[config.mk]
export PLATFORM = sky130hd
export DESIGN_NAME = out_ram_mp
export DESIGN_NICKNAME = d
export VERILOG_FILES = /design/src/rtl/out_ram_mp.sv
export SDC_FILE = /design/constraint.sdc
export NUM_CORES = 1
export LEC_CHECK = 0
export ABC_AREA = 1
export BUFFER_PORTS_ARGS = -buffer_cell sky130_fd_sc_hd__buf_4
export CAP_MARGIN = 40
export CORE_UTILIZATION = 54
export CTS_BUF_LIST = sky130_fd_sc_hd__clkbuf_2 sky130_fd_sc_hd__clkbuf_4 sky130_fd_sc_hd__clkbuf_8
export CTS_CLUSTER_SIZE = 25
export DETAILED_ROUTE_END_ITERATION = 8
export PLACE_DENSITY = 0.8
export SLEW_MARGIN = 25
export SYNTH_ARGS = -nofsm -noshare
export SYNTH_HDL_FRONTEND = slang
export SYNTH_SLANG_ARGS = --single-unit
[constraint.sdc]
create_clock -name clk -period 1.75 [get_ports clk]
set_clock_uncertainty 0.1 [all_clocks]
set_input_delay 0.175 -clock clk [delete_from_list [all_inputs] [get_ports clk]]
set_output_delay 0.175 -clock clk [all_outputs]
set_load 0.01 [all_outputs]
[src/rtl/out_ram_mp.sv]
// out_ram_mp: multi-read-port output buffer for the SA/PA result arrays.
// One write port, N_RD independent registered read ports with valid flags,
// and a zeroing sweep that runs after reset or when clr is pulsed.
// Optional feature macro: OUT_RAM_ACCUM_EN adds the acc port. With acc=1 a
// write adds wdata to the stored word, wrapping modulo 2^DATA_W.
module out_ram_mp #(
    parameter  int DATA_W = 8,
    parameter  int DEPTH  = 4,
    parameter  int N_RD   = 4,
    localparam int AW     = $clog2(DEPTH)
) (
    input  logic                     clk,
    input  logic                     rst,
    input  logic                     ce,
    input  logic                     clr,
    input  logic                     we,
    input  logic [AW-1:0]            waddr,
    input  logic [DATA_W-1:0]        wdata,
`ifdef OUT_RAM_ACCUM_EN
    input  logic                     acc,
`endif
    input  logic [N_RD-1:0]          rd_en,
    input  logic [N_RD*AW-1:0]       raddr,
    output logic [N_RD*DATA_W-1:0]   rdata,
    output logic [N_RD-1:0]          rvalid,
    output logic                     busy
);

    typedef enum logic {
        S_CLEAR,
        S_READY
    } state_t;

    // One extra bit so DEPTH itself is representable when DEPTH == 2**AW
    localparam logic [AW:0]   DEPTH_W  = (AW+1)'(DEPTH);
    localparam logic [AW-1:0] LAST_PTR = AW'(DEPTH - 1);

    state_t                   r_state;
    logic [AW-1:0]            r_clr_ptr;
    logic [DATA_W-1:0]        r_mem [DEPTH];
    logic [N_RD*DATA_W-1:0]   r_rdata;
    logic [N_RD-1:0]          r_rvalid;

    logic                     w_active;
    logic                     w_waddr_ok;
    logic                     w_wr_en;
    logic [DATA_W-1:0]        w_wr_word;
    logic [DATA_W-1:0]        w_rd_word [N_RD];
    logic                     w_mem_we;
    logic [AW-1:0]            w_mem_addr;
    logic [DATA_W-1:0]        w_mem_din;

    // Normal operation only in READY with ce high and no clear request
    assign w_active   = (r_state == S_READY) && ce && !clr;
    assign w_waddr_ok = ({1'b0, waddr} < DEPTH_W);
    assign w_wr_en    = w_active && we && w_waddr_ok;

`ifdef OUT_RAM_ACCUM_EN
    logic [DATA_W-1:0] w_cur_word;

    // Current stored word for the accumulate path; out-of-range reads as zero
    always_comb begin
        w_cur_word = '0;
        if (w_waddr_ok) begin
            w_cur_word = r_mem[waddr];
        end
    end

    assign w_wr_word = acc ? (w_cur_word + wdata) : wdata;
`else
    assign w_wr_word = wdata;
`endif

    // Per-port read word: out-of-range -> 0, same-address write -> bypass, else memory
    always_comb begin
        for (int unsigned i = 0; i < N_RD; i++) begin
            w_rd_word[i] = '0;
            if ({1'b0, raddr[i*AW +: AW]} < DEPTH_W) begin
                if (we && (raddr[i*AW +: AW] == waddr)) begin
                    w_rd_word[i] = w_wr_word;
                end else begin
                    w_rd_word[i] = r_mem[raddr[i*AW +: AW]];
                end
            end
        end
    end

    // Single memory write port shared by the zeroing sweep and user writes
    always_comb begin
        w_mem_we   = 1'b0;
        w_mem_addr = waddr;
        w_mem_din  = w_wr_word;
        if (!rst) begin
            if (r_state == S_CLEAR) begin
                w_mem_we   = 1'b1;
                w_mem_addr = r_clr_ptr;
                w_mem_din  = '0;
            end else if (w_wr_en) begin
                w_mem_we   = 1'b1;
            end
        end
    end

    // Storage array, no reset: contents are zeroed by the sweep instead
    always_ff @(posedge clk) begin
        if (w_mem_we) begin
            r_mem[w_mem_addr] <= w_mem_din;
        end
    end

    // Control FSM with registered read data and valid flags
    always_ff @(posedge clk) begin
        if (rst) begin
            r_state   <= S_CLEAR;
            r_clr_ptr <= '0;
            r_rdata   <= '0;
            r_rvalid  <= '0;
        end else begin
            case (r_state)
                S_CLEAR: begin
                    r_rvalid <= '0;
                    if (clr) begin
                        r_clr_ptr <= '0;
                    end else if (r_clr_ptr == LAST_PTR) begin
                        r_clr_ptr <= '0;
                        r_state   <= S_READY;
                    end else begin
                        r_clr_ptr <= r_clr_ptr + AW'(1);
                    end
                end
                S_READY: begin
                    if (clr) begin
                        r_state   <= S_CLEAR;
                        r_clr_ptr <= '0;
                        r_rvalid  <= '0;
                    end else if (ce) begin
                        r_rvalid <= rd_en;
                        for (int unsigned i = 0; i < N_RD; i++) begin
                            if (rd_en[i]) begin
                                r_rdata[i*DATA_W +: DATA_W] <= w_rd_word[i];
                            end
                        end
                    end else begin
                        r_rvalid <= '0;
                    end
                end
                default: begin
                    r_state   <= S_CLEAR;
                    r_clr_ptr <= '0;
                end
            endcase
        end
    end

    assign rdata  = r_rdata;
    assign rvalid = r_rvalid;
    assign busy   = (r_state == S_CLEAR);

endmodule

==> flow_summary.yaml, run 1 <==
run_status:
  status: "finished, final reports clean"
timing:
  tns_ns: 0
  slew_headroom_pct: 77.75
  fmax_mhz: 605.2
  rsz0062_at_grt: "true"
  holdWs_ns: 0.003184
  setup_violations: 0
  hold_viol_final: 0
  slew_viol_final: 0
  tightest_slew_ns: 0.3337
  fin_crit_sh_pct: 94.42
  period_needed_ns: 1.652
logic_synthesis:
  seq_area_frac_synth_pct: 41.28
  synth_cells: 581
  synth-seq-cells: 71
  syn-num-nets: 609
  synth_cell_type_count: 31
  postSynthAreaPerCell_um2: 7.262
  yosys_warnings: 0
  syn_area_mm2: 0.004219
critical_path:
  rrSetupSlack_ns: 0.1
  required_ns: 1.91
  cp_max_fo: 9
  cp.arrival_ns: 1.81
  rr_startpoint: "r_state"
  crit_path_end_kind: "flop"
  start_kind: "flop"
  reg2reg_depth: 8
  rr_endpoint: "rdata[31]"
  critPathKind: "flop to flop"
clock_tree:
  clk_latency_ns: 0.35
  cts_max_path_buffers: 2
  tritoncts: "done"
  clkSinkCount: 71
  cts_max_level: 3
  cts_made_buffers: 9
  clkTransAtPathRegs_ns: 0.09
  cts-root-buf: "clkbuf_8"
floorplanning:
  rows: 31
  die_h_um: 90.39
  die_w_um: 90.39
  core_mm2: 0.007408
  initial_core_util_pct: 56.95
  die_area_mm2: 0.008170
  ios: 64
cells_and_area:
  syn_to_final_growth_pct: 22.57
  final_cell_mix: "nand2_1 (122), nor2_1 (111), buf_4 (89)"
  insertedDiodeCount: 0
  final_cells: 762
  final_common_cell: "nand2_1"
  fin_util_pct: 69.80
  fin_nets: 686
  layout-drive-gt1-share_pct: 21.72
global_routing:
  grt_pass1_vias: 4005
  antenna_found_initial: 0
  gr-total-overflow: 0
  grt_max_degree: 28
  grt_usage_pct: 32.15
  grt_pass1_wl_mm: 20.40
placed_design:
  hpwlAfterDp_mm: 9.485
  place_inst: 741
  io_buffers: 63
  gp_congestion: 0.9489
detailed_routing:
  routed_wirelength_mm: 12.98
  post_drt_wl_per_cell_um: 17.04
  first_pass_iters: 5
  first_iter_violations: 592
  num_vias: 4365
  drc_errors: 0
  via_per_inst: 5.728
  antenna_left: 0
min_path:
  hold_path_end: "r_clr_ptr[1]"
  hp-class: "input pin to flop"
  hold_path_depth: 4
  min_from: "clr"
flow_run:
  cap_violations: 0
power:
  peakVddDrop_mv: 0.6660
  total_leakage_power_uw: 0.002359
  p_per_area_mw_per_mm2: 739.0
  power_uw: 3821
==> registers in the layout, indices dropped and copies added, names as in the netlist <==
name and count:
r_clr_ptr 2, rvalid 4, r_mem 32, r_state 1
rdata 32
==> per-stage QoR <==
step	setup WS, ns	instance area, um2
2_1_floorplan	-0.09387	4224
3_3_place_gp	0.1063	4890
3_5_place_dp	0.02860	4890
4_1_cts	0.009858	5141
5_1_grt	-0.03707	5171
6_report	0.09771	5171
==> area by class of cell <==
class | count | area, um2
fillers | 632 | 2237
well taps | 99 | 123.9
clock buffers | 9 | 123.9
inverters | 58 | 222.7
multi-input cells | 423 | 2142
flip-flops and latches | 71 | 1743
clock inverters | 7 | 77.57
repair buffers | 95 | 738.2
==> routing by layer <==
layer  vias to the layer above  share of wire [%]  track usage, %
met4                         0                3.8           15.59
met2                       263                 44           49.11
met3                        34                 11           6.145
met5                         -                  0               0
met1                      1975                 41           43.74
li1                       2093                  -               -
==> worst max-delay path by stage <==
stage,start,to,slack (ns),cells after the start
6_report,r_state,rdata[31],0.1,8
5_1_grt,r_state,rdata[31],-0.04,8
4_1_cts,r_state,rdata[20],0.01,10
3_5_place_dp,r_state,rdata[20],0.03,10
3_3_place_gp,r_state,rdata[20],0.11,10
2_1_floorplan,r_state,r_mem[3][0],-0.09,6
==> synth_stat cells <==
library cell / n / area, um2
a21oi_1: 18 / 90.09
a32oi_1: 16 / 140.1
buf_1: 2 / 7.510
buf_2: 9 / 45.04
buf_4: 3 / 22.52
buf_6: 2 / 22.52
clkbuf_1: 13 / 48.80
clkinv_1: 2 / 7.510
dfxtp_1: 39 / 780.8
edfxtp_1: 32 / 960.9
ha_1: 1 / 12.51
inv_1: 50 / 187.7
inv_2: 6 / 22.52
nand2_1: 122 / 457.9
nand2_2: 10 / 62.56
nand2_4: 5 / 56.30
nand2_8: 2 / 40.04
nand3_1: 40 / 200.2
nand3_2: 2 / 20.02
nand3_4: 4 / 70.07
nand3b_1: 2 / 15.01
nand4_1: 16 / 100.1
nor2_1: 113 / 424.2
nor2_2: 1 / 6.260
nor2_4: 1 / 11.26
nor2_8: 2 / 40.04
o21a_1: 1 / 7.510
o21ai_0: 34 / 170.2
o21ai_1: 16 / 80.08
o21ai_2: 1 / 8.760
o22ai_1: 16 / 100.1
==> kinds of logic (layout without fill, tap and decap cells) <==
kind of cell / after synthesis / in the layout / share of synthesized area [%]
buf+inv: 87 / 169 / 8.630
simple gates: 320 / 320 / 35.65
fa+ha+maj: 1 / 1 / 0.2965
flops: 71 / 71 / 41.28
compound gates: 102 / 102 / 14.15
==> report_power, final <==
part	internal [uW]	leakage, uW	switching, uW
Sequential	1770	0.000615	45.4
Combinational	225	0.00164	412
Clock	674	0.000101	694
Total	2670	0.00236	1150
==> critical path: stages, from the launching register on <==
cell,delay [ns]
dfxtp_2,0.36
o21ai_2,0.24
nand2_2,0.13
nand2_1,0.12
nand3_4,0.18
o21ai_1,0.21
nand3_1,0.11
nand2_1,0.07
inv_1,0.03
==> repair_timing <==
item,4_1_cts,5_1_grt
hold endpoints to repair,5,0
setup endpoints to repair,0,36
hold buffers,5,0
resized for setup,0,8
setup buffers,0,0
No activity file was read; power rests on OpenSTA's default activity.
==> run 2, diff against run 1 <==
--- a/config.mk
+++ b/config.mk
@@ -8,11 +8,11 @@
 export ABC_AREA = 1
 export BUFFER_PORTS_ARGS = -buffer_cell sky130_fd_sc_hd__buf_4
 export CAP_MARGIN = 40
-export CORE_UTILIZATION = 54
+export CORE_UTILIZATION = 47
 export CTS_BUF_LIST = sky130_fd_sc_hd__clkbuf_2 sky130_fd_sc_hd__clkbuf_4 sky130_fd_sc_hd__clkbuf_8
 export CTS_CLUSTER_SIZE = 25
 export DETAILED_ROUTE_END_ITERATION = 8
-export PLACE_DENSITY = 0.8
+export PLACE_DENSITY = 0.72
 export SLEW_MARGIN = 25
 export SYNTH_ARGS = -nofsm -noshare
 export SYNTH_HDL_FRONTEND = slang
==> run 2 against run 1 <==
  * Sequential power hardly changed
  * Global-route usage is 3.5 points lower
  * Maximum frequency is 1.6% lower
  * Critical endpoint is now r_mem[2][4]
  * Largest power group unchanged
  * Highest routed layer unchanged
==> flow_summary.yaml, run 2 (synthesis results as in run 1) <==
power:
  peakVddDrop_mv: 0.3530
  combPwrFrac_pct: 17.4
  switching_power_uw: 1156
  internal_power_uw: 2560
  p_per_area_mw_per_mm2: 716.8
  switching_share_pct: 31.11
  clkPwrFrac_pct: 33.8
  p_seq_share_pct: 48.8
  total_leakage_power_uw: 0.002363
min_path:
  hold_path_depth: 4
  hp-class: "input pin to flop"
clock_tree:
  cts_max_path_buffers: 2
  clk_latency_ns: 0.35
  cts-root-buf: "clkbuf_8"
  cts_made_buffers: 9
  tritoncts: "done"
  cts_max_level: 3
  clkSinkCount: 71
  clkTransAtPathRegs_ns: 0.08
floorplanning:
  core_mm2: 0.008721
  rows: 34
  ios: 64
  die_area_mm2: 0.009360
  die_w_um: 96.75
  die_h_um: 96.75
  initial_core_util_pct: 48.38
critical_path:
  rrSetupSlack_ns: 0.07
  crit_path_end_kind: "flop"
  cp.arrival_ns: 1.63
  endpoint: "r_mem[2][4]"
  start_kind: "flop"
  required_ns: 1.70
  rr_startpoint: "r_state"
  slowest_stage: "dfxtp_4"
  cp-startpoint: "r_state"
  crit_chain: "nor2_4 > buf_6 > nand2_8 > nand2_8 > inv_1 > nor2_4 > buf_4"
  cp_max_fo: 6
  reg2reg_depth: 7
  rr_endpoint: "r_mem[2][4]"
  critPathKind: "flop to flop"
  slowest_delay_ns: 0.38
timing:
  setup_ws_ns: 0.07002
  rsz0062_at_grt: "false"
  hold_viol_final: 0
  period_needed_ns: 1.680
  setup_violations: 0
  slew_viol_final: 0
  tightest_slew_ns: 0.3799
  fmax_mhz: 595.2
  fin_crit_sh_pct: 96.00
  slew_headroom_pct: 74.68
cells_and_area:
  fin_area_mm2: 0.005185
  fin_nets: 686
  layout-drive-gt1-share_pct: 21.57
  syn_to_final_growth_pct: 22.89
  final_common_cell: "nand2_1"
  final_cells: 771
  insertedDiodeCount: 0
  final_cell_mix: "nand2_1 (122), nor2_1 (111), buf_4 (87)"
placed_design:
  place_inst: 749
  gp_congestion: 0.9196
  placed_area_mm2: 0.004893
  io_buffers: 63
  pre_cts_ws_ns: -0.06365
  hpwlAfterDp_mm: 9.335
global_routing:
  grt_usage_pct: 28.65
  grt_max_degree: 37
  grt_pass1_wl_mm: 20.93
  gr-total-overflow: 0
  grt_pass1_vias: 3944
  antenna_found_initial: 0
run_status:
  status: "finished, final reports clean"
detailed_routing:
  antenna_left: 0
  first_iter_violations: 438
  post_drt_wl_per_cell_um: 16.99
  num_vias: 4285
  via_per_inst: 5.558
  first_pass_iters: 8
  drc_errors: 0
  routed_wirelength_mm: 13.10
flow_run:
  cap_violations: 0
==> run 2: cell type report <==
cell class / count / area, um2
clock inverter: 6 / 42.54
clock buffer: 10 / 137.6
multi-input combinational: 423 / 2161
sequential: 71 / 1745
inverter: 58 / 217.7
fill: 817 / 3536
timing repair buffer: 95 / 745.7
tap: 108 / 135.1
==> run 2: worst min-delay path by stage <==
stage | from | endpoint | slack, ns
after global routing | clr | r_clr_ptr[0] | 0.02
after floorplan | rd_en[0] | rvalid[0] | 0.21
after detailed placement | rd_en[0] | rvalid[0] | 0.33
after CTS | clr | r_clr_ptr[0] | 0.01
final | clr | r_clr_ptr[0] | 0.02
after global placement | rd_en[3] | rvalid[3] | 0.32
==> run 2: worst max-delay path, delay by kind of cell (launching register included) <==
| kind | cells | cell delay, ns |
|---|---|---|
| flip-flops | 1 | 0.38 |
| buffers and inverters | 3 | 0.41 |
| AND/OR/NAND/NOR | 4 | 0.50 |
==> run 2: power by group through the flow <==
stage / Sequential (uW) / Clock, uW / Combinational [uW]
floorplan: 1830 / 0 / 396
global placement: 1850 / 0 / 601
detailed placement: 1850 / 0 / 612
CTS: 1810 / 1260 / 626
global route: 1820 / 1350 / 706
finish: 1810 / 1260 / 648
==> run 2: through the flow <==
step                hold slack [ns]  utilization (%)  TNS, ns  total power, uW
floorplan                    0.2139                -   -1.501             2228
global placement             0.3154            56.11  -0.1280             2449
CTS                         0.01243            58.91        0             3701
finish                      0.01952            59.45        0             3717
detailed placement           0.3309            56.11  -0.3812             2461
global route                0.02071            59.45        0             3867
==> run 2: repair_timing <==
action | CTS | global route
resized for setup | 3 | 9
hold buffers | 5 | 0
endpoints found under the setup margin | 21 | 58
pin swaps | 0 | 1
hold endpoints to repair | 5 | 0
setup buffers | 0 | 1
==> run 2: metal layers <==
layer | GRT usage (%) | wire length [um]
met5 | 0 | 0
met3 | 3.468 | 983
met1 | 38.16 | 5489
met4 | 13.09 | 532
met2 | 46.53 | 6095
